<file path="config.mk">
export PLATFORM = sky130hd
export DESIGN_NAME = id_char_tx
export DESIGN_NICKNAME = d
export VERILOG_FILES = /design/src/rtl/id_char_tx.sv
export SDC_FILE = /design/constraint.sdc
export NUM_CORES = 1
export LEC_CHECK = 0
export ABC_AREA = 1
export CORE_AREA = 3 3 107 109
export CTS_CLUSTER_SIZE = 16
export DETAILED_ROUTE_END_ITERATION = 8
export DIE_AREA = 0 0 110 112
export PLACE_DENSITY_LB_ADDON = 0.08
export SYNTH_ARGS = -nofsm -noshare
export SYNTH_HDL_FRONTEND = slang
export SYNTH_SLANG_ARGS = --single-unit
</file>
<file path="constraint.sdc">
create_clock -name clk -period 4.17 [get_ports clk]
set_clock_uncertainty 0.15 [all_clocks]
set_input_delay 0.834 -clock clk [delete_from_list [all_inputs] [get_ports clk]]
set_output_delay 0.834 -clock clk [all_outputs]
set_load 0.005 [all_outputs]
</file>
<file path="src/rtl/id_char_tx.sv">
// Token buffer + char-stream transmitter: start -> chars after 1..N edges, TERM after N+1, idle 8'h00 after.
// No backpressure: wr_en/start ignored while busy, writes dropped when full. Optional is_id check via ID_CHECK_EN.
module id_char_tx #(
  parameter int          DEPTH = 16,
  parameter int          AW    = 4,
  parameter logic [7:0]  TERM  = 8'h20
) (
  input  logic          clk,
  input  logic          reset,
  input  logic          wr_en,
  input  logic [7:0]    wr_char,
  input  logic          start,
  output logic [7:0]    char,
  output logic          char_valid,
  output logic          busy,
  output logic          done,
  output logic          full,
  output logic [AW:0]   count
`ifdef ID_CHECK_EN
  ,
  output logic          is_id
`endif
);

  typedef enum logic [1:0] {ST_IDLE, ST_SEND, ST_TERM} state_t;

  localparam logic [AW:0] DEPTH_C = (AW+1)'(DEPTH);
  localparam logic [AW:0] ONE_C   = (AW+1)'(1);

  state_t        state_q, state_d;
  logic [AW-1:0] rptr_q, rptr_d;
  logic [AW:0]   count_q, count_d;
  logic [7:0]    char_q, char_d;
  logic          char_valid_q, char_valid_d;
  logic          done_q, done_d;
  logic [7:0]    mem_q [DEPTH];
  logic          mem_we;
  logic [7:0]    rd_char;
  logic          last_char;

  assign full      = (count_q == DEPTH_C);
  assign rd_char   = mem_q[rptr_q];
  assign last_char = ({1'b0, rptr_q} == (count_q - ONE_C));

  always_comb begin
    state_d      = state_q;
    rptr_d       = rptr_q;
    count_d      = count_q;
    char_d       = 8'h00;
    char_valid_d = 1'b0;
    done_d       = 1'b0;
    mem_we       = 1'b0;
    case (state_q)
      ST_IDLE: begin
        // start wins over a same-cycle write only when there is something to send
        if (start && (count_q != '0)) begin
          state_d = ST_SEND;
          rptr_d  = '0;
        end else if (wr_en && !full) begin
          mem_we  = 1'b1;
          count_d = count_q + ONE_C;
        end
      end
      ST_SEND: begin
        char_d       = rd_char;
        char_valid_d = 1'b1;
        rptr_d       = rptr_q + AW'(1);
        if (last_char) state_d = ST_TERM;
      end
      ST_TERM: begin
        char_d       = TERM;
        char_valid_d = 1'b1;
        done_d       = 1'b1;
        count_d      = '0;
        state_d      = ST_IDLE;
      end
      default: state_d = ST_IDLE;
    endcase
  end

  always_ff @(posedge clk) begin
    if (reset) begin
      state_q      <= ST_IDLE;
      rptr_q       <= '0;
      count_q      <= '0;
      char_q       <= 8'h00;
      char_valid_q <= 1'b0;
      done_q       <= 1'b0;
    end else begin
      state_q      <= state_d;
      rptr_q       <= rptr_d;
      count_q      <= count_d;
      char_q       <= char_d;
      char_valid_q <= char_valid_d;
      done_q       <= done_d;
    end
  end

  // Storage has no reset; count alone defines which entries are meaningful.
  always_ff @(posedge clk) begin
    if (mem_we) mem_q[count_q[AW-1:0]] <= wr_char;
  end

  assign char       = char_q;
  assign char_valid = char_valid_q;
  assign done       = done_q;
  assign busy       = (state_q != ST_IDLE);
  assign count      = count_q;

`ifdef ID_CHECK_EN
  logic id_ok_q, id_ok_d;
  logic is_id_q, is_id_d;

  function automatic logic is_alpha(input logic [7:0] c);
    return ((c >= 8'h41) && (c <= 8'h5A)) || ((c >= 8'h61) && (c <= 8'h7A));
  endfunction

  function automatic logic is_digit(input logic [7:0] c);
    return (c >= 8'h30) && (c <= 8'h39);
  endfunction

  always_comb begin
    id_ok_d = id_ok_q;
    is_id_d = 1'b0;
    case (state_q)
      ST_IDLE: if (start && (count_q != '0)) id_ok_d = 1'b1;
      ST_SEND: id_ok_d = id_ok_q &&
                         ((rptr_q == '0) ? is_alpha(rd_char)
                                         : (is_alpha(rd_char) || is_digit(rd_char)));
      ST_TERM: is_id_d = id_ok_q;
      default: id_ok_d = 1'b0;
    endcase
  end

  always_ff @(posedge clk) begin
    if (reset) begin
      id_ok_q <= 1'b0;
      is_id_q <= 1'b0;
    end else begin
      id_ok_q <= id_ok_d;
      is_id_q <= is_id_d;
    end
  end

  assign is_id = is_id_q;
`endif

endmodule

</file>
==> results of run 1 <==
[worst register-to-register path, stage by stage (launching register included)]
cell	delay, ns
dfxtp_1	0.48
inv_1	0.18
ha_1	0.28
nand3_1	0.13
nand2_2	0.09
nor3_4	0.30
nand2_1	0.27
nor2_1	0.58
[cells in the mapped netlist, types with 3 or more instances]
library cell / number / area, um^2
inv_2: 3 / 11.3
nand2_1: 51 / 191
nor2_1: 120 / 450
clkbuf_1: 10 / 37.5
edfxtp_1: 128 / 3840
buf_2: 4 / 20.0
ha_1: 10 / 125
nand3_1: 30 / 150
a21oi_1: 17 / 85.1
inv_1: 26 / 97.6
nor3_1: 4 / 20.0
buf_4: 8 / 60.1
xor2_1: 3 / 26.3
o21ai_0: 67 / 335
o211ai_1: 32 / 240
dfxtp_1: 25 / 500
[placed cells by master, fill, tap and decap left out, types with 17 or more instances in the layout]
master,n
dfxtp_1,24
a21oi_1,17
nor2_1,120
nand3_1,30
o211ai_1,32
nand2_1,51
o21ai_0,67
inv_1,26
edfxtp_1,128
clkdlybuf4s50_1,28
[layer usage]
layer	up-vias	wire length, um	part of all wire (%)
met5	-	0	0
met4	0	382	2.7
met3	30	999	7.1
met2	167	6700	48
met1	1991	6010	43
li1	1995	-	-
[report_power, final]
part | internal [mW] | switching, mW
clock | 1.00 | 0.575
sequential | 1.72 | 0.0274
combinational | 0.174 | 0.373
total | 2.90 | 0.975
[kinds of logic (layout without fill, tap and decap cells)]
group                      after synthesis  in the layout  share of synthesized area, %
AOI/OAI and AO/OA                      118            118                          10.7
xor gates and xnor gates                 3              3                         0.417
adders and majority gates               10             10                          1.98
buffers and inverters                   55             95                          3.99
DFF                                    153            153                          68.9
and+or+nand+nor                        212            212                          14.0
[area by class of cell]
class / count / area (um^2) / area share (%)
Clock buffer: 21 / 449 / 6.16
Clock inverter: 11 / 170 / 2.34
Inverter: 29 / 109 / 1.49
Multi-Input combinational cell: 343 / 1710 / 23.5
Sequential cell: 153 / 4350 / 59.6
Tap cell: 140 / 175 / 2.40
Timing Repair Buffer: 34 / 325 / 4.46
[registers in the layout (all words and copies together) (netlist names), named ones only]
name / flops
rptr_q: 4
mem_q: 128
state_q: 2
done: 1
char_valid: 1
char: 8
count: 5
[final timing paths]
| path | endpoint | cells past startpoint |
|---|---|---|
| setup / recovery | full | 5 |
| hold / removal | count[1] | 2 |
| setup reg to reg | mem_q[5][2] | 7 |
| hold reg to reg | count[1] | 2 |
[stage by stage]
stage	setup WS (ns)	util (%)	instance area [um^2]
6_report	1.10	68.1	7290
5_1_grt	0.985	68.1	7290
4_1_cts	1.10	68.1	7290
3_5_place_dp	1.11	62.3	6670
3_3_place_gp	1.17	62.3	6670
2_1_floorplan	1.70	-	6310
==> impl_metrics.tcl, run 1 <==
set metrics [dict create \
    startpoint "count[0]" \
    cp-end-kind "output pin" \
    fillers 773 \
    io_pins 29 \
    crit_path_max_fanout 8 \
    hold_class "flip-flop to flip-flop" \
    grt-ovfl-total 0 \
    nets 600 \
    synth-seq-area-share_pct 68.9 \
    remaining_drc_errors 0 \
    finalWirelength_um 14100 \
    rsz0062_at_grt "false" \
    tns_ns 0 \
    synth_enable_flop_cells 128 \
    drt_iter0_markers 462 \
    syn_area_um2 6310 \
    initial_core_util_pct 59.0 \
    outcome "finished clean" \
    required_ns 3.19 \
    io_buffers 28 \
    insertedDiodeCount 0 \
    rrSetupSlack_ns 1.34 \
    syn_avg_cell_area_um2 11.4 \
    synthDistinctLibCells 25 \
    cts_setup_buffers 0 \
    stdcell_count 731 \
    dpl.cell_count 699 \
    die_w_um 110 \
    cts.htree.levels 4 \
    top_usage_layer "met2" \
    power_mw 3.87 \
    vias 4183 \
    core_um2 10700 \
    synth_cells 551 \
    grt_util_met2_pct 37.8 \
    wl_per_cell_um 19.3 \
    cts_tree "yes" \
    syn_nets 573 \
    cp_num_buf_inv 3 \
    die_area_um2 12300 \
    grt_util_met1_pct 33.4 \
    r2r_start "count[0]" \
    report.final.slew_viol_count 0 \
    power_density_nw_per_um2 531 \
    first_pass_iters 5 \
    gp_congestion 0.834 \
    hold_viol 0 \
    timing.fmax_mhz 326 \
    holdWs_ns 0.397 \
    period_needed_ns 3.07 \
    crit_slowest_cell "dfxtp_1" \
    syn_to_final_growth_pct 15.5 \
    worst_slew_pin_slew_ns 1.14 \
    grt_max_degree 65 \
    crit_chain "inv_1, ha_1, nand3_1, inv_1, clkdlybuf4s50_1" \
    start_kind "flip-flop" \
    min_period_over_period_pct 73.5 \
    cts_resized 0 \
    cts_root_buffer "clkbuf_8" \
    cts_buffer_depth 2 \
    arrival_ns 2.08 \
    cpPeakStageDelay_ns 0.48 \
    ant_nets 0 \
    use_met3_pct 6.55 \
    grt_pass1_vias 4223 \
    hp-start "count[1]" \
    hpwlAfterDp_um 9010 \
    grt_use_total_pct 24.7 \
    ys.flop_type "edfxtp_1" \
    crit_top_cell "inv_1" \
    clk_latency_ns 0.52 \
    final-setup-viol-count 0 \
    antenna_found_initial 0 \
    routed_via_density 5.72 \
    yosys_register_bits 153 \
    maxCapViolCount 0 \
    clkSinkCount 153 \
    cts_hold_buf 0 \
    p_leak_nw 2.53 \
    cts.clk_slew.worst_paths_ns 0.06 \
    slew_headroom_pct 23.6 \
    vdd.ir_drop.worst_mv 0.348 \
    drive_above_1_share_pct 7.95 \
    die_h_um 112 \
    path_class "flip-flop to output pin" \
    cts_buffers 17 \
    rows 38 \
    async_flop_share_pct 0 \
    ys.warnings.count 0 \
    grt_pass1_wl_um 22300 \
    crit_family "buffers and inverters" \
]
Power figures use the tool's default switching activity.
==> inputs of run 2 (changes only) <==
==> constraint.sdc (replaced) <==
create_clock -name clk -period 3.2 [get_ports clk]
set_clock_uncertainty 0.15 [all_clocks]
set_input_delay 0.64 -clock clk [delete_from_list [all_inputs] [get_ports clk]]
set_output_delay 0.64 -clock clk [all_outputs]
set_load 0.005 [all_outputs]
==> run 2 against run 1 <==
First-iteration DRC count is 19% lower. Via count is 1.6% higher. Final area rose by 0.57%. Clock power is 21% higher. Global-route usage shrank 0.068 points. Critical path type unchanged.
==> impl_metrics.tcl, run 2 (synthesis gave the netlist of run 1 again) <==
set metrics [dict create \
    cts_tree "yes" \
    grt_use_total_pct 24.6 \
    tns_ns 0 \
    clkSinkCount 153 \
    largest_reg_flops 128 \
    path_class "flip-flop to output pin" \
    first_pass_iters 5 \
    report.final.slew_viol_count 0 \
    io_pins 29 \
    cts_buffers 17 \
    cts_root_buffer "clkbuf_8" \
    cts_resized 0 \
    routed_via_density 5.73 \
    stdcell_count 742 \
    worst_slew_pin_slew_ns 1.02 \
    cts_setup_buffers 0 \
    initial_core_util_pct 59.0 \
    grt-ovfl-total 0 \
    ant_nets 0 \
    p_leak_nw 2.57 \
    vias 4248 \
    drt_iter0_markers 375 \
    required_ns 2.41 \
    clk_latency_ns 0.52 \
    post-place-ws_ns 0.485 \
    dpl.cell_count 711 \
    cts_buffer_depth 2 \
    antenna_found_initial 0 \
    nets 612 \
    drive_above_1_share_pct 9.30 \
    startpoint "count[0]" \
    cts.htree.levels 4 \
    finalWirelength_um 13900 \
    start_kind "flip-flop" \
    timing.fmax_mhz 352 \
    vdd.ir_drop.worst_mv 0.388 \
    insertedDiodeCount 0 \
    final_cell_mix "edfxtp_1, nor2_1, o21ai_0, nand2_1, o211ai_1" \
    power_density_nw_per_um2 669 \
    syn_to_final_growth_pct 16.2 \
    cpPeakStageDelay_ns 0.46 \
    gp_congestion 0.858 \
    die_h_um 112 \
    cts_hold_buf 0 \
    slew_headroom_pct 31.8 \
    min_period_over_period_pct 88.9 \
    wl_per_cell_um 18.7 \
    layout_commonest_cell "edfxtp_1" \
    grt_pass1_wl_um 22100 \
    cts.clk_slew.worst_paths_ns 0.06 \
    arrival_ns 2.05 \
    crit_chain "inv_1, ha_1, nand3_1, inv_1, clkdlybuf4s50_1" \
    hpwlAfterDp_um 8830 \
    final-setup-viol-count 0 \
    die_area_um2 12300 \
    r2r_start "count[0]" \
    crit_top_cell "inv_1" \
    remaining_drc_errors 0 \
    worst_slack_ns 0.356 \
    crit_slowest_cell "dfxtp_1" \
    core_um2 10700 \
    outcome "finished clean" \
    hp-start "rptr_q[0]" \
    hold_class "flip-flop to flip-flop" \
    die_w_um 110 \
    grt_pass1_vias 4181 \
    grt_max_degree 65 \
    period_needed_ns 2.84 \
    crit_path_max_fanout 8 \
    hold_viol 0 \
    rsz0062_at_grt "false" \
    maxCapViolCount 0 \
    io_buffers 28 \
    cp-end-kind "output pin" \
    rows 38 \
]
-- run 2: cell types whose count changed in the layout (fill, tap and decap cells not counted) --
cell / previous run / this run
buf_4: 6 / 18
bufinv_16: 4 / 3
clkbuf_1: 2 / 1
clkbuf_8: 3 / 1
clkinv_1: 0 / 3
clkinv_4: 2 / 1
clkinvlp_4: 3 / 2
inv_6: 0 / 2
-- run 2: power by group --
part	internal [mW]	leakage, nW	switching, mW	total [mW]
registers	2.24	1.36	0.0327	2.27
logic	0.233	0.941	0.494	0.726
clock network	1.18	0.274	0.729	1.91
-- run 2: path summary, 6_finish.rpt --
check                  to  slack (ns)  cells past startpoint
max                  full        0.36                      5
min             flip-flop        0.40                      2
max reg2reg  mem_q[14][5]        0.55                      7
min reg2reg     flip-flop        0.40                      2
-- run 2: critical path, delay by kind of cell, from the launching register on --
kind          cells  cell delay, ns
flops             1            0.46
buf+inv           3            0.67
fa+ha+maj         1            0.28
simple gates      1            0.14
-- run 2: metrics by stage --
stage	cell area, um^2	utilization (%)	hold slack (ns)	power, mW
6_report	7330	68.5	0.398	4.90
5_1_grt	7330	68.5	0.418	5.12
4_1_cts	7330	68.5	0.395	4.93
3_5_place_dp	6760	63.2	0.383	3.04
3_3_place_gp	6760	63.2	0.363	3.02
2_1_floorplan	6310	-	0.346	2.79
-- run 2: metal layers --
metal / track usage [%] / share of wire (%)
met1: 35.2 / 44
met2: 35.5 / 46
met3: 5.39 / 7.4
met4: 12.3 / 2.7
met5: 0 / 0
-- run 2: area by class of cell --
| cell class | instances | area (um^2) |
|---|---|---|
| flip-flops and latches | 153 | 4350 |
| fillers | 806 | 3370 |
| multi-input cells | 343 | 1710 |
| clock buffers | 18 | 418 |
| repair buffers | 46 | 415 |
| well taps | 140 | 175 |
| clock inverters | 13 | 153 |
| inverters | 29 | 109 |
